--- config.mk ---
export PLATFORM = sky130hd
export DESIGN_NAME = imem_loader
export DESIGN_NICKNAME = d
export VERILOG_FILES = /design/src/rtl/imem_loader.sv
export SDC_FILE = /design/constraint.sdc
export NUM_CORES = 1
export LEC_CHECK = 0
export ABC_AREA = 1
export ABC_CLOCK_PERIOD_IN_PS = 1800
export BUFFER_PORTS_ARGS = -buffer_cell sky130_fd_sc_hd__buf_2
export CAP_MARGIN = 25
export CORE_MARGIN = 3
export CORE_UTILIZATION = 47
export CTS_BUF_LIST = sky130_fd_sc_hd__clkbuf_8
export CTS_CLUSTER_SIZE = 12
export DETAILED_ROUTE_END_ITERATION = 7
export PLACE_DENSITY = 0.74
export SYNTH_ARGS = -nofsm -noshare
export SYNTH_HDL_FRONTEND = slang
export SYNTH_SLANG_ARGS = --single-unit
--- constraint.sdc ---
create_clock -name clk -period 1.8 [get_ports clk]
set_clock_uncertainty 0.05 [all_clocks]
set_input_delay 0.18 -clock clk [delete_from_list [all_inputs] [get_ports clk]]
set_output_delay 0.18 -clock clk [all_outputs]
set_load 0.01 [all_outputs]
--- src/rtl/imem_loader.sv ---
// imem_loader: streams a program into instruction memory while holding the
// core in reset, then releases the core once the load and a short reset-hold
// window have completed.
// Optional feature: define IMEM_LOADER_CHECKSUM_EN to add a 32-bit XOR
// checksum output covering every word written by the current load.
//
// state | meaning
// IDLE  | after reset, waiting for start; core held in reset
// LOAD  | accepting words and writing them to instruction memory
// HOLD  | load finished; core reset held for the hold window
// RUN   | core released; start triggers a reload

module imem_loader #(
  parameter int ADDR_W      = 8,
  parameter int HOLD_CYCLES = 4
) (
  input  logic              clk,
  input  logic              rst,
  input  logic              start,
  input  logic              in_valid,
  input  logic [31:0]       in_data,
  input  logic              in_last,
  output logic              in_ready,
  output logic              im_we,
  output logic [ADDR_W-1:0] im_addr,
  output logic [31:0]       im_wdata,
  output logic              core_rst,
  output logic              busy,
  output logic              done,
  output logic              err,
  output logic [ADDR_W:0]   word_count
`ifdef IMEM_LOADER_CHECKSUM_EN
  ,
  output logic [31:0]       checksum
`endif
);

  localparam int HOLD_W = (HOLD_CYCLES < 2) ? 1 : $clog2(HOLD_CYCLES + 1);
  localparam logic [HOLD_W-1:0] HOLD_INIT = HOLD_W'(HOLD_CYCLES);
  localparam logic [ADDR_W-1:0] ADDR_MAX  = {ADDR_W{1'b1}};

  typedef enum logic [1:0] {
    IDLE = 2'd0,
    LOAD = 2'd1,
    HOLD = 2'd2,
    RUN  = 2'd3
  } state_t;

  state_t              r_state;
  state_t              w_state_nxt;
  logic                w_xfer;
  logic                w_clear;
  logic                w_overflow;

  logic [ADDR_W-1:0]   r_addr;
  logic [ADDR_W:0]     r_word_count;
  logic [HOLD_W-1:0]   r_hold_cnt;
  logic                r_err;
  logic                r_im_we;
  logic [ADDR_W-1:0]   r_im_addr;
  logic [31:0]         r_im_wdata;
  logic                r_in_ready;
  logic                r_core_rst;
  logic                r_busy;
  logic                r_done;

  // Next-state decode plus the per-cycle transfer/clear/overflow strobes.
  // HOLD is left on the cycle whose count is 1 (or 0), so the core reset is
  // held for HOLD_CYCLES cycles after the final write, never less than one.
  always_comb begin
    w_state_nxt = r_state;
    w_xfer      = 1'b0;
    w_clear     = 1'b0;
    w_overflow  = 1'b0;
    case (r_state)
      IDLE: begin
        if (start) begin
          w_state_nxt = LOAD;
          w_clear     = 1'b1;
        end
      end
      LOAD: begin
        w_xfer = in_valid & r_in_ready;
        if (w_xfer) begin
          if (in_last) begin
            w_state_nxt = HOLD;
          end else if (r_addr == ADDR_MAX) begin
            // memory is full and the program has not ended: keep the word
            // just written, flag the overflow and stop accepting
            w_state_nxt = HOLD;
            w_overflow  = 1'b1;
          end
        end
      end
      HOLD: begin
        if (r_hold_cnt <= HOLD_W'(1)) begin
          w_state_nxt = RUN;
        end
      end
      RUN: begin
        if (start) begin
          w_state_nxt = LOAD;
          w_clear     = 1'b1;
        end
      end
      default: begin
        w_state_nxt = IDLE;
      end
    endcase
  end

  // State register; reset takes priority over a coincident start.
  always_ff @(posedge clk) begin
    if (rst) begin
      r_state <= IDLE;
    end else begin
      r_state <= w_state_nxt;
    end
  end

  // Memory write port (one cycle behind the transfer) and load counters.
  // The address counter saturates at the top word instead of wrapping.
  always_ff @(posedge clk) begin
    if (rst) begin
      r_im_we      <= 1'b0;
      r_im_addr    <= '0;
      r_im_wdata   <= '0;
      r_addr       <= '0;
      r_word_count <= '0;
    end else begin
      r_im_we <= w_xfer;
      if (w_clear) begin
        r_addr       <= '0;
        r_word_count <= '0;
      end else if (w_xfer) begin
        r_im_addr    <= r_addr;
        r_im_wdata   <= in_data;
        r_word_count <= r_word_count + (ADDR_W+1)'(1);
        if (r_addr != ADDR_MAX) begin
          r_addr <= r_addr + ADDR_W'(1);
        end
      end
    end
  end

  // Sticky overflow flag, cleared only by reset or a new load.
  always_ff @(posedge clk) begin
    if (rst) begin
      r_err <= 1'b0;
    end else if (w_clear) begin
      r_err <= 1'b0;
    end else if (w_overflow) begin
      r_err <= 1'b1;
    end
  end

  // Hold-window down-counter, loaded as LOAD hands over to HOLD.
  always_ff @(posedge clk) begin
    if (rst) begin
      r_hold_cnt <= '0;
    end else if ((r_state == LOAD) && (w_state_nxt == HOLD)) begin
      r_hold_cnt <= HOLD_INIT;
    end else if ((r_state == HOLD) && (r_hold_cnt != '0)) begin
      r_hold_cnt <= r_hold_cnt - HOLD_W'(1);
    end
  end

  // Status outputs registered from the next state, so they are glitch-free
  // and change on the same edge as the state itself.
  always_ff @(posedge clk) begin
    if (rst) begin
      r_in_ready <= 1'b0;
      r_core_rst <= 1'b1;
      r_busy     <= 1'b0;
      r_done     <= 1'b0;
    end else begin
      r_in_ready <= (w_state_nxt == LOAD);
      r_core_rst <= (w_state_nxt != RUN);
      r_busy     <= (w_state_nxt == LOAD) || (w_state_nxt == HOLD);
      r_done     <= (w_state_nxt == RUN);
    end
  end

`ifdef IMEM_LOADER_CHECKSUM_EN
  logic [31:0] r_checksum;

  // Running XOR of written words; steps on the same edge that raises im_we.
  always_ff @(posedge clk) begin
    if (rst) begin
      r_checksum <= '0;
    end else if (w_clear) begin
      r_checksum <= '0;
    end else if (w_xfer) begin
      r_checksum <= r_checksum ^ in_data;
    end
  end

  assign checksum = r_checksum;
`endif

  assign in_ready   = r_in_ready;
  assign im_we      = r_im_we;
  assign im_addr    = r_im_addr;
  assign im_wdata   = r_im_wdata;
  assign core_rst   = r_core_rst;
  assign busy       = r_busy;
  assign done       = r_done;
  assign err        = r_err;
  assign word_count = r_word_count;

endmodule
== Word level (Yosys, flattened, before mapping) ==
Index checks and enable logic that the tools add are counted.
Storage, ports and cells
  register bits: 68
  bits of input ports: 37
  output and inout bits: 55
  logic and storage cells: 54
Cells by class
  add/subtract/negate cells: 3
  order comparisons: 1
  equal/unequal tests: 9
  multiplexer cells: 15
  bitwise logic cells: 2
  reduce and logical (&&, ||, !) cells: 11
Operators with widths (count)
  2-bit two-way mux: 5
  9-bit by 1-bit adder with 9-bit output (second input constant): 1
  8-bit by 1-bit adder with 8-bit output (second input constant): 1
  2-bit equality test (second input constant): 4
  8-bit equality test (second input constant): 1
  8-bit inequality test (second input constant): 1
  1-bit two-way mux: 7
  3-bit two-way mux: 2
  2-bit one-hot mux with 3 select lines: 1
  2-bit OR reduction: 3
  2-bit by 1-bit equality test with 1-bit output (second input constant): 2
  2-bit AND reduction: 2
  3-bit by 1-bit <= comparator with 1-bit output (second input constant): 1
  3-bit nonzero test: 1
  3-bit by 1-bit subtractor with 3-bit output (second input constant): 1
  1-bit logical AND: 2
  2-bit zero test: 1
  2-bit inequality test (second input constant): 1
  2-bit nonzero test: 1
  1-bit AND: 1
  1-bit logical OR: 1
  1-bit inverter: 1

== Depth between registers and ports, before layout ==
  word-level depth: 8
  gate-level depth with buffers: 13
  mapped depth without buffers: 13

== Worst setup path before layout ==
No wires, ideal clock.
  kind: register to register
  start: reg r_state[0]
  end: reg r_hold_cnt[1]
  setup time: 0.086 ns
  arrival: 1.580 ns
  required time: 1.664 ns
  path slack: 0.085 ns
  cell stages (with the launch flop): 14
  path buffers: 0
  clock period less this slack: 1.715 ns
  cell sequence: dfxtp_1 > inv_1 > ha_1 > nand2_1 > inv_1 > a21oi_1 > nand2_1 > nand2_1 > nand2_1 > inv_1 > ha_1 > nand2_1 > nand2_1 > a211oi_1
Between the ends
  word-level cells in the longest chain between the ends: 7
  elaborated cells on any way between the ends: 15
  those cells by class: 4 x eq/ne; 6 x mux; 5 x reduce/logical
RTL lines
  start, declared: RTL line 49  | state_t r_state;
  start signal, assigned: RTL line 117  | r_state <= w_state_nxt;
  2-bit two-way mux: RTL line 87  | end else if (r_addr == ADDR_MAX) begin
  2-bit two-way mux: RTL line 85  | if (in_last) begin
  2-bit two-way mux: RTL line 84  | if (w_xfer) begin
  2-bit one-hot mux with 3 select lines (*): RTL line 75  | case (r_state)
  via w_state_nxt[0]: RTL line 50  | state_t w_state_nxt;
  2-bit equality test (*): RTL line 161  | end else if ((r_state == LOAD) && (w_state_nxt == HOLD)) begin
  1-bit logical AND (*): RTL line 161
  2-bit OR reduction (no line) (*)
  end signal, assigned: RTL line 164  | r_hold_cnt <= r_hold_cnt - HOLD_W'(1);
  end, declared: RTL line 57  | logic [HOLD_W-1:0] r_hold_cnt;
The timed path passes the listed nets; every way through them passes the cells marked *.
A chain may end at the register's enable or synchronous reset.

== Worst setup path after layout ==
  start: reg r_state[1]
  end: reg r_hold_cnt[1]
Between the ends
  elaborated cells on any way between the ends: 15
  those cells by class: 4 x eq/ne; 6 x mux; 5 x reduce/logical
RTL lines (RTL line)
  2-bit equality test or 2-bit zero test (tied branches): 75
  2-bit OR reduction (no line)
  2-bit one-hot mux with 3 select lines (*): 75
  via w_state_nxt[0]: 50
  2-bit equality test (*): 161
  1-bit logical AND (*): 161
  2-bit OR reduction (no line) (*)
Marked as above.

==> results summary <==
The flow ran to the end, and the final reports show no timing, DRC or antenna violations. The startpoint class of the critical path is a flop. After detailed routing, the number of remaining DRC violations is 0. In this design, the stage delay of the slowest critical-path cell is 0.36 ns.

The total placed cells including tap cells is 538. The floorplan step set the die width to 83.2 um. The first global-routing pass estimated 11000 um of wire.

The layout-stage area growth over the synthesis result is 29.1%. By area the synthesized netlist is led by sky130_fd_sc_hd__dfxtp_1, sky130_fd_sc_hd__nor2_1, sky130_fd_sc_hd__nand2_1, sky130_fd_sc_hd__o21ai_0, sky130_fd_sc_hd__inv_1. The half-perimeter wire length of the detailed placement result is 4700 um. The register bit total from synthesis is 68. On the critical path, the stage with the largest delay is an instance of sky130_fd_sc_hd__dfxtp_2.

The number of nets in the finished design came out at 525. The worst pin sits at a relative slew slack of 71.8%. The static leakage came out at 0.00178 uW. The slew at the pin closest to its max-slew limit is 0.423 ns. The via count of the first global-routing pass is 2485. The maximum clock path buffer count came out at 2. By startpoint and endpoint, the worst setup path is classified as reg -> reg. The length in cells of the worst reg-to-reg path is 12. The library cell used as clock root buffer is sky130_fd_sc_hd__clkbuf_8.

In this run the biggest area consumer among cell types represents 48.6% of the synthesized area. Traced cell by cell, the critical path runs through ha_1, inv_1, nor2_1, o21ai_0, nand2_1, nand2_2, nand2_2, inv_1, ha_1, nand2_2, nand2_2, a211oi_2. The worst register-to-register path ends at r_hold_cnt[1]. In this run, distinct cell masters in the synthesized netlist total 28. The cts-stage hold buffer count came out at 0. The highest fanout seen on the critical path came out at 3. After the flow finishes, the layout carries non-filler instances totaling 555. The number of top-level pins came out at 92. The top cell types in the final layout, fill and taps aside, are sky130_fd_sc_hd__nor2_1, sky130_fd_sc_hd__buf_2, sky130_fd_sc_hd__dfxtp_1, sky130_fd_sc_hd__nand2_1, sky130_fd_sc_hd__o21ai_0. The worst register-to-register path begins at r_state[1].

The final worst slack is 0.0563 ns. During placement, the flow inserted port buffers numbering 91. Setup violations remaining at the end of the flow were counted as 0. The final antenna diode count came out at 0. The die covers 0.00693 mm2.

The overall power after layout came out at 3890 uW. The vertical extent of the die came out at 83.2 um. The average size of a mapped cell is 7.38 um2.

The areal power density over the cells came out at 1070 mW/mm2. The maximum frequency from static timing analysis is 0.573 GHz. The number of vias per cell is 4.86. The hold violation total from the final report is 0. The required time of the critical path came out at 2.01 ns.

Once detail routing completed, the nets flagged for antenna violations numbered 0. After detailed routing, the average wire length per cell comes to 11.9 um. The gate count after technology mapping came out at 380. The number of clock buffers inserted by TritonCTS is 9. The number of maximum-capacitance constraint violations is 0. The floorplan row count came out at 27. The clock tree from TritonCTS is built.

The total global-route track usage is 19.2%. The number of detailed-routing iterations run before antenna repair came out at 5. The worst hold path begins at in_data[5]. Among the stages of the critical path, the cell type that occurs most often is sky130_fd_sc_hd__nand2_2. Of the synthesized area, sequential elements account for 48.6%. The routability congestion estimate is 0.852. The insertion delay of the later-clocked pin in the worst-skew pair came out at 0.34 ns. The number of antenna violations at the first check in global routing came to 0. The library cell occupying the most area in the post-synthesis netlist is sky130_fd_sc_hd__dfxtp_1. The largest net degree at the start of global routing is 43.

The initial cell density of the core is 49.7%. STA classifies the critical path endpoint as a flop. The post-route minimum period is 1.74 ns. The worst ir drop on vdd came out at 0.000573 V.

The commonest non-fill, non-tap cell in the layout is sky130_fd_sc_hd__nor2_1. The setup slack after placement came out at -0.0277 ns. The maximum level of the CTS H-tree is 3. The clock-pin slew on the worst setup and hold paths is 0.08 ns. The mapped cell area is 0.00280 mm2. The synthesized netlist net count came out at 427. Setup repair after global routing could not meet its margin everywhere. The end point of the most critical hold path is im_wdata[5].

The number of warnings reported in the yosys synthesis log is 0. The worst hold path was traced through 3 stages. The DRC marker count from the first detailed-route iteration is 103. The final critical path takes up 96.9% of the cycle. The worst-case register-to-register setup slack came out at 0.06 ns. After floorplanning, the core was sized to cover 0.00564 mm2. The final wirelength came out at 6630 um. The worst endpoint data arrival time is 1.95 ns. The share of cells above drive strength 1 came out at 29.4%. The number of slew-limit violations in the final report is 0. The CTS sink count came out at 68. In this run the worst hold path is classified as in -> reg. The total via count in the routed design came out at 2696. The overall overflow remaining after global route came out at 0.
[worst max-delay path by stage]
stage / start / to / slack [ns]
after global routing: r_state[0] / r_hold_cnt[1] / -0.05
after detailed placement: r_state[0] / r_hold_cnt[1] / -0.03
after global placement: r_state[1] / r_hold_cnt[1] / 0.07
final: r_state[1] / r_hold_cnt[1] / 0.06
after floorplan: r_state[0] / r_hold_cnt[1] / 0.08
after CTS: r_state[0] / r_hold_cnt[1] / 0.001
[through the flow]
stage	hold slack (ns)	utilization, %	TNS (ns)	area [um2]
CTS	0.00159	63.1	0	3560
global route	0.0210	64.1	-0.124	3620
global placement	0.353	59.3	0	3340
detailed placement	0.359	59.3	-0.0277	3340
floorplan	0.265	-	0	2800
finish	0.00460	64.1	0	3620
[flip-flops by register name, summed over array words and instances, names as in the netlist]
signal and flops:
in_ready 1, core_rst 1, im_addr 8, err 1
im_we 1, busy 1, im_wdata 32, r_hold_cnt 3
r_addr 8, word_count 9, done 1, r_state 2
[cell families after synthesis]
logic type                 share of synthesized area [%]
AOI/OAI and AO/OA                                   12.5
xor gates and xnor gates                            1.25
adders and majority gates                           4.46
buffers and inverters                               7.90
DFF                                                 48.6
and+or+nand+nor                                     25.3
[layer usage]
| metal | GRT usage [%] | part of all wire, % |
|---|---|---|
| met1 | 22.3 | 43 |
| met2 | 33.0 | 50 |
| met3 | 3.87 | 4.3 |
| met4 | 10.3 | 2.6 |
| met5 | 0 | 0 |
[synthesized netlist by cell type, drive strengths merged]
| master | count |
|---|---|
| buf | 6 |
| a21oi | 21 |
| or2 | 1 |
| a211oi | 1 |
| inv | 40 |
| ha | 10 |
| o21ai | 45 |
| nand4 | 3 |
| nor2 | 99 |
| nand2 | 61 |
| xor2 | 3 |
| o31ai | 1 |
| clkbuf | 8 |
| a31oi | 1 |
| dfxtp | 68 |
| nor3 | 1 |
| nand3 | 10 |
| xnor2 | 1 |
[report_power, final]
part           leakage, uW  switching, uW  total (uW)  internal (uW)
clock network     0.000107            586        1360            774
logic              0.00113            517         840            324
registers         0.000551           60.6        1680           1620
total              0.00178           1160        3890           2720
[worst max-delay path, delay by kind of cell (launching register included)]
kind,cells,cell delay [ns]
and+or+nand+nor,6,0.47
DFF,1,0.36
adders and majority gates,2,0.36
AOI/OAI and AO/OA,2,0.29
buffers and inverters,2,0.14
[layout make-up]
class	instances	area [um2]
Fill cell	528	2020
Sequential cell	68	1370
Multi-Input combinational cell	258	1250
Timing Repair Buffer	101	538
Inverter	40	153
Clock buffer	9	124
Clock inverter	7	92.6
Tap cell	72	90.1
[timing repair]
item                                   in CTS  in global routing
setup endpoints to repair                   3                 51
endpoints found under the hold margin       0                  0
gates resized for setup                     1                 20
buffers inserted                            0                  1
Note: power is estimated with default switching activity, not from simulation.
